[src/rtl/intersection_phase_seq.sv]
// Two-axis intersection phase sequencer: times each phase in tick strobes and
// drives light codes, transit flags and an enable strobe to the per-direction
// decoders. Optional EW skip on an empty sensor is built when SENSOR_SKIP_EN
// is defined (adds the senzor_ew_i input).
module intersection_phase_seq #(
  parameter int unsigned T_GREEN  = 5,
  parameter int unsigned T_YELLOW = 2,
  parameter int unsigned T_ALLRED = 1
) (
  input  logic       clk_i,
  input  logic       rst_n_i,
  input  logic       tick_i,
  input  logic       mode_noapte_i,
`ifdef SENSOR_SKIP_EN
  input  logic       senzor_ew_i,
`endif
  output logic [1:0] w_ns_o,
  output logic [1:0] w_ew_o,
  output logic       tranzit_ns_o,
  output logic       tranzit_ew_o,
  output logic       enable_o,
  output logic [2:0] phase_o
);

  localparam logic [2:0] S_INIT_RED  = 3'd0;
  localparam logic [2:0] S_NS_GREEN  = 3'd1;
  localparam logic [2:0] S_NS_YELLOW = 3'd2;
  localparam logic [2:0] S_CLR_1     = 3'd3;
  localparam logic [2:0] S_EW_GREEN  = 3'd4;
  localparam logic [2:0] S_EW_YELLOW = 3'd5;
  localparam logic [2:0] S_CLR_2     = 3'd6;
  localparam logic [2:0] S_NIGHT     = 3'd7;

  localparam logic [7:0] GREEN_LAST  = 8'(T_GREEN - 1);
  localparam logic [7:0] YELLOW_LAST = 8'(T_YELLOW - 1);
  localparam logic [7:0] ALLRED_LAST = 8'(T_ALLRED - 1);

  logic [2:0] state_q, state_d;
  logic [7:0] cnt_q, cnt_d;
  logic       enable_q;
  logic [7:0] cnt_last;
  logic       expire;
  logic       skip_ew;

`ifdef SENSOR_SKIP_EN
  assign skip_ew = ~senzor_ew_i;
`else
  assign skip_ew = 1'b0;
`endif

  always_comb begin
    cnt_last = ALLRED_LAST;
    case (state_q)
      S_NS_GREEN, S_EW_GREEN:   cnt_last = GREEN_LAST;
      S_NS_YELLOW, S_EW_YELLOW: cnt_last = YELLOW_LAST;
      default:                  cnt_last = ALLRED_LAST;
    endcase
  end

  assign expire = (cnt_q == cnt_last);

  // Everything advances only on tick; a green is cut short by a night request,
  // a yellow always runs to completion, clearance decides where to go next.
  always_comb begin
    state_d = state_q;
    cnt_d   = cnt_q;
    if (tick_i) begin
      cnt_d = cnt_q + 8'd1;
      case (state_q)
        S_NS_GREEN: begin
          if (mode_noapte_i || expire) begin
            state_d = S_NS_YELLOW;
            cnt_d   = 8'd0;
          end
        end
        S_EW_GREEN: begin
          if (mode_noapte_i || expire) begin
            state_d = S_EW_YELLOW;
            cnt_d   = 8'd0;
          end
        end
        S_NS_YELLOW: begin
          if (expire) begin
            state_d = S_CLR_1;
            cnt_d   = 8'd0;
          end
        end
        S_EW_YELLOW: begin
          if (expire) begin
            state_d = S_CLR_2;
            cnt_d   = 8'd0;
          end
        end
        S_CLR_1: begin
          if (expire) begin
            cnt_d = 8'd0;
            if (mode_noapte_i)  state_d = S_NIGHT;
            else if (skip_ew)   state_d = S_NS_GREEN;
            else                state_d = S_EW_GREEN;
          end
        end
        S_INIT_RED, S_CLR_2: begin
          if (expire) begin
            cnt_d   = 8'd0;
            state_d = mode_noapte_i ? S_NIGHT : S_NS_GREEN;
          end
        end
        default: begin
          cnt_d = 8'd0;
          if (!mode_noapte_i) state_d = S_INIT_RED;
        end
      endcase
    end
  end

  always_ff @(posedge clk_i or negedge rst_n_i) begin
    if (!rst_n_i) begin
      state_q  <= S_INIT_RED;
      cnt_q    <= 8'd0;
      enable_q <= 1'b0;
    end else begin
      state_q  <= state_d;
      cnt_q    <= cnt_d;
      enable_q <= tick_i;
    end
  end

  always_comb begin
    w_ns_o       = 2'b11;
    w_ew_o       = 2'b11;
    tranzit_ns_o = 1'b0;
    tranzit_ew_o = 1'b0;
    case (state_q)
      S_NS_GREEN:  begin w_ns_o = 2'b10; w_ew_o = 2'b00; end
      S_NS_YELLOW: begin w_ns_o = 2'b01; w_ew_o = 2'b00; end
      S_EW_GREEN:  begin w_ns_o = 2'b00; w_ew_o = 2'b10; end
      S_EW_YELLOW: begin w_ns_o = 2'b00; w_ew_o = 2'b01; end
      S_NIGHT:     begin tranzit_ns_o = 1'b1; tranzit_ew_o = 1'b1; end
      default:     begin w_ns_o = 2'b11; w_ew_o = 2'b11; end
    endcase
  end

  assign enable_o = enable_q;
  assign phase_o  = state_q;

endmodule

[config.mk]
export PLATFORM = sky130hd
export DESIGN_NAME = intersection_phase_seq
export DESIGN_NICKNAME = d
export VERILOG_FILES = /design/src/rtl/intersection_phase_seq.sv
export SDC_FILE = /design/constraint.sdc
export NUM_CORES = 1
export LEC_CHECK = 0
export ABC_AREA = 1
export BUFFER_PORTS_ARGS = -buffer_cell sky130_fd_sc_hd__buf_2
export CAP_MARGIN = 40
export CORE_MARGIN = 2
export CORE_UTILIZATION = 25
export CTS_CLUSTER_SIZE = 28
export DETAILED_ROUTE_END_ITERATION = 8
export GPL_TIMING_DRIVEN = 0
export PLACE_DENSITY = 0.5
export RECOVER_POWER = 50
export SETUP_SLACK_MARGIN = 0.3
export SLEW_MARGIN = 40
export SYNTH_ARGS = -nofsm -noshare
export SYNTH_HDL_FRONTEND = slang
export SYNTH_SLANG_ARGS = --single-unit
[constraint.sdc]
create_clock -name clk_i -period 3.25 [get_ports clk_i]
set_input_delay 0.65 -clock clk_i [delete_from_list [all_inputs] [get_ports clk_i]]
set_output_delay 0.65 -clock clk_i [all_outputs]
set_load 0.02 [all_outputs]
== Yosys cells after proc, flatten, opt, wreduce, memory -nomap -nowiden ==
Index checks and enable logic that the tools add are counted.

* Bitwise gates (word level): 0
* Multiply operators: 0
* Magnitude comparators: 0
* Reduce and logical (&&, ||, !) cells: 9
* Multiplexer cells: 17
* Eq/ne operators: 15
* Div/mod/pow operators: 0
* $add $sub $neg: 1
* Shift operators: 0

{| class="wikitable"
|+ Operators with widths
! cell !! number
|-
| 2-to-1 mux 3 bit || 8
|-
| one-hot mux 3 bit (6 select lines) || 1
|-
| 2-to-1 mux 8 bit || 2
|-
| one-hot mux 8 bit (2 select lines) || 1
|-
| equality test 3 bit (second input constant) || 4
|-
| inequality test 2 bit (second input constant) || 6
|-
| one-hot mux 2 bit (3 select lines) || 2
|-
| OR reduction 2 bit || 5
|-
| adder 8 x 1 -> 8 bit (second input constant) || 1
|-
| equality test 8 bit || 1
|-
| AND reduction 8 bit || 1
|-
| inequality test 7 x 1 -> 1 bit (second input constant) || 1
|-
| equality test 3 x 2 -> 1 bit (second input constant) || 2
|-
| one-hot mux 3 bit (2 select lines) || 1
|-
| OR reduction 5 bit || 1
|-
| equality test 3 x 1 -> 1 bit (second input constant) || 1
|-
| zero test 3 bit || 1
|-
| 2-to-1 mux 2 bit || 1
|-
| logical OR 1 bit || 1
|-
| 2-to-1 mux 1 bit || 1
|}

* Output and inout port bits: 10
* Memory bits (writable): 0
* ROM bits: 0
* Input port bits: 4
* Bits in latches: 0
* Logic and storage cells: 45
* Flip-flop bits (word level): 12
* Memories: 0

== Logic depth before layout (Yosys ltp) ==
* Depth in word-level cells: 7
* Mapped depth: 11
* Gate-level depth less buffers: 10

== Least setup slack after synthesis ==
No wires, ideal clock.

* Path type: flip-flop to output port
* Start point: register state_q[0], in the netlist phase_o[0]
* End point: output w_ew_o[0]
* Path slack: 1.244 ns
* Stages on the path, launching flop included: 6
* Arrival time: 1.356 ns
* Cells stage by stage: dfrtp_1 -> buf_6 -> inv_1 -> nand3_1 -> nand2_2 -> o21ai_0

* Longest elaborated chain between the ends: 3
* Elaborated cells between the ends (all ways): 6

{| class="wikitable"
|+ RTL lines
! what !! RTL line !! text
|-
| from (decl) || 38 || <nowiki>logic [2:0] state_q, state_d;</nowiki>
|-
| from (signal assigned) || 122 || <nowiki>state_q <= state_d;</nowiki>
|-
| equality test 3 x 2 -> 1 bit / equality test 3 x 1 -> 1 bit (equally long branches) || 133 || <nowiki>case (state_q)</nowiki>
|-
| OR reduction 2 bit (no source line) || -- ||
|-
| one-hot mux 2 bit (3 select lines) (*) || 133 ||
|-
| to (decl) || 18 || <nowiki>output logic [1:0] w_ew_o,</nowiki>
|}

Every way passes the cells marked *; elsewhere a longest branch is shown, timed or not.

== Worst setup path in the final report ==
* Start point: register state_q[2], in the netlist phase_o[2]
* End point: output w_ew_o[0]

Same word-level chain as after synthesis.

==> summary.txt <==
Run status
  – Status: completed

Detailed routing
  – Routed vias/inst: 4.48
  – Routed via count: 788
  – Drt drc: 0
  – Routed len/inst: 10.1 µm
  – Pre-Repair DR Iteration Count: 4
  – Final ANT Viol Nets: 0
  – Starting DRT DRC Count: 25
  – Post-Route WL: 1780 µm

GRT
  – First-pass GRT wire length: 2950 µm
  – Remaining global-route overflow: 0
  – Initial antenna violation count: 0
  – Number of global-route vias before repair: 705
  – Total track usage: 10.6%
  – Largest net degree at the start of global routing: 13

CTS
  – Clock latency on the worst-skew pair: 0.27 ns
  – Post-CTS Hold Buffers: 0
  – Max Buffers Root-to-Sink: 2
  – CTS H-tree lvls: 1
  – Cts bufs inserted: 3
  – CTS tree: done
  – Clock transition at the registers of the reported paths: 0.08 ns
  – Post-CTS Setup Inserts: 0
  – Clock root buffer: clkbuf_4
  – CTS Sinks: 12
  – Post-cts sizing count: 0

Setup path
  – CP Capture Type: output port
  – Max stage delay on crit path: 0.51 ns
  – Critical path, cell by cell: inv_2 -> nand3_1 -> nand2_1 -> o21ai_0 -> buf_2
  – Crit path launch type: flip-flop
  – Crit Path Category: flip-flop to output port
  – Worst path slowest cell: dfrtp_1
  – CP Capture Point: w_ew_o[0]
  – Worst R2R Setup Slack: 1.73 ns
  – Worst setup startpoint: phase_o[2]
  – Worst EP required: 2.60 ns
  – Crit path DAT: 1.43 ns
  – Reg2reg end: cnt_q[3]
  – Worst r2r src: phase_o[0]
  – Critical path peak fanout: 8
  – Worst r2r path cells: 10

Place
  – Buffers added on ports: 13
  – DP Wirelength: 1410 µm
  – Placed instance count: 172
  – Final GP Congestion: 0.780

Logic synthesis
  – Mapped Area: 823 µm²
  – Post-synthesis simple-gate area fraction: 38.1%
  – Mux cell area share after synthesis: 0%
  – Largest family of logic cells by synthesized area: simple AND/OR/NAND/NOR gates
  – Seq/Total Area, Yosys: 36.5%
  – Synth Register Bits: 12
  – Leading area contributor after synthesis: dfrtp_1
  – Mapped Avg Cell Area: 7.16 µm²
  – Synth cell types: 21
  – Number of synthesis warnings: 0
  – Area contributors post-synth: dfrtp_1, nand2_1, nand3_1
  – Share of the synthesized area in the top cell type: 36.5%
  – Mapped Cells: 115
  – Adder-Cell Fraction of Synth Area: 1.52%
  – Synth Area in XOR/XNOR: 1.06%
  – Post-synthesis compound-gate area fraction: 9.57%
  – Mapped Nets: 120

Final layout
  – Ant diodes: 0
  – Fillers: 363
  – Final net count: 138
  – Final Non-Filler Cells: 176
  – Synth-to-layout area growth: 17.9%
  – Layout cell share with drive strength beyond 1: 18.9%
  – Post-layout util: 31.3%

Power
  – VDD IR max: 245 µV
  – Pwr Total: 0.899 mW
  – P_leak: 0.491 nW
  – PwrDens: 926 nW/µm²

Floorplan
  – DIE AREA: 3770 µm²
  – Initial Util: 26.5%
  – Row cnt: 20
  – Core Region: 3100 µm²
  – Die Wd: 61.4 µm
  – Num ports: 14
  – Die height: 61.4 µm

STA
  – Max-slew headroom: 56.8%
  – Final setup viols: 0
  – Final hold vios: 0
  – Crit path time final: 2.08 ns
  – Hold Slack: 0.369 ns
  – Skew final: 0.00260 ns
  – RSZ-0062 raised after global routing: false
  – Worst Tran Pin Value: 0.648 ns
  – Final Slew Violations: 0
  – Max Clk Rate: 481 MHz
  – Tcrit/Tclk final: 64.0%
  – Setup TNS: 0 ns

Hold path
  – HP Class: input pin to asynchronous set/reset pin

Flow run
  – Max-cap violations: 0
-- cell families (layout without fill, tap and decap cells) --
kind of cell / Yosys count / count (layout)
buffers and inverters: 22 / 39
AO/OA/AOI/OAI: 14 / 14
AND/OR/NAND/NOR: 65 / 65
XOR/XNOR: 1 / 1
flip-flops: 12 / 12
adder cells (fa/ha/maj): 1 / 1
-- cell type report --
class	count	area, µm²	share of cell area, %
Inverter	17	63.8	6.57
Sequential cell	12	300	30.9
Timing Repair Buffer	13	58.8	6.06
Tap cell	44	55.1	5.67
Clock buffer	4	36.3	3.74
Multi-Input combinational cell	81	412	42.4
Buffer	5	45.0	4.64
-- worst max-delay path: cells and delay by family (launching register included) --
family          cells  cell delay [ns]
flops               1             0.51
simple gates        2             0.22
compound gates      1             0.14
buf+inv             2             0.29
-- report_power, final --
group | internal, mW | switching (mW)
Combinational | 0.213 | 0.356
Clock | 0.0681 | 0.0521
Sequential | 0.178 | 0.0304
-- cells in the final DEF (no fill, tap or decap) --
cell      count
a21oi_1       2
and3_2        1
buf_2         8
buf_4         1
buf_6         3
clkbuf_1      6
clkbuf_4      3
clkbuf_8      1
dfrtp_1      12
ha_1          1
inv_1        15
inv_2         2
nand2_1      31
nand2_2       2
nand3_1      17
nand3_2       3
nand3b_1      2
nand4_1       3
nor2_1        4
nor3_1        1
o21ai_0       5
o22ai_1       7
or2_2         1
xor2_1        1
-- synthesized netlist by cell type --
| cell | instances |
|---|---|
| ha_1 | 1 |
| inv_2 | 2 |
| nor2_1 | 4 |
| nor3_1 | 1 |
| nand4_1 | 3 |
| inv_1 | 15 |
| o22ai_1 | 7 |
| clkbuf_1 | 1 |
| nand3_1 | 17 |
| or2_2 | 1 |
| and3_2 | 1 |
| nand2_1 | 30 |
| nand3_2 | 3 |
| xor2_1 | 1 |
| nand2_2 | 3 |
| buf_4 | 1 |
| dfrtp_1 | 12 |
| a21oi_1 | 2 |
| nand3b_1 | 2 |
| o21ai_0 | 5 |
| buf_6 | 3 |
-- flip-flops by register name, indices dropped and copies added, names as in the netlist --
register,count
cnt_q,8
phase_o,3
enable_o,1
-- stage by stage --
| step | cell area (µm²) | worst slack (ns) |
|---|---|---|
| after floorplan | 823 | 1.24 |
| after global placement | 943 | 1.48 |
| after detailed placement | 943 | 1.47 |
| after CTS | 980 | 1.15 |
| after global routing | 971 | 1.08 |
| final | 971 | 1.17 |
-- worst min path at each step --
| stage | startpoint | to | slack [ns] | cells after the start |
|---|---|---|---|---|
| after global routing | rst_n_i | cnt_q[4] | 0.43 | 1 |
| after detailed placement | rst_n_i | cnt_q[3] | 0.55 | 1 |
| after global placement | rst_n_i | cnt_q[7] | 0.55 | 1 |
| after CTS | rst_n_i | cnt_q[4] | 0.25 | 1 |
| final | rst_n_i | cnt_q[4] | 0.37 | 1 |
| after floorplan | rst_n_i | cnt_q[0] | 0.35 | 0 |
-- per-layer routing --
metal | global-route usage, % | vias to the layer above | wire (µm)
li1 | - | 412 | -
met1 | 13.0 | 358 | 843
met2 | 18.1 | 16 | 854
met3 | 3.15 | 2 | 62
met4 | 2.74 | 0 | 22
met5 | 0 | - | 0
Note: power is estimated with default switching activity, not from simulation.
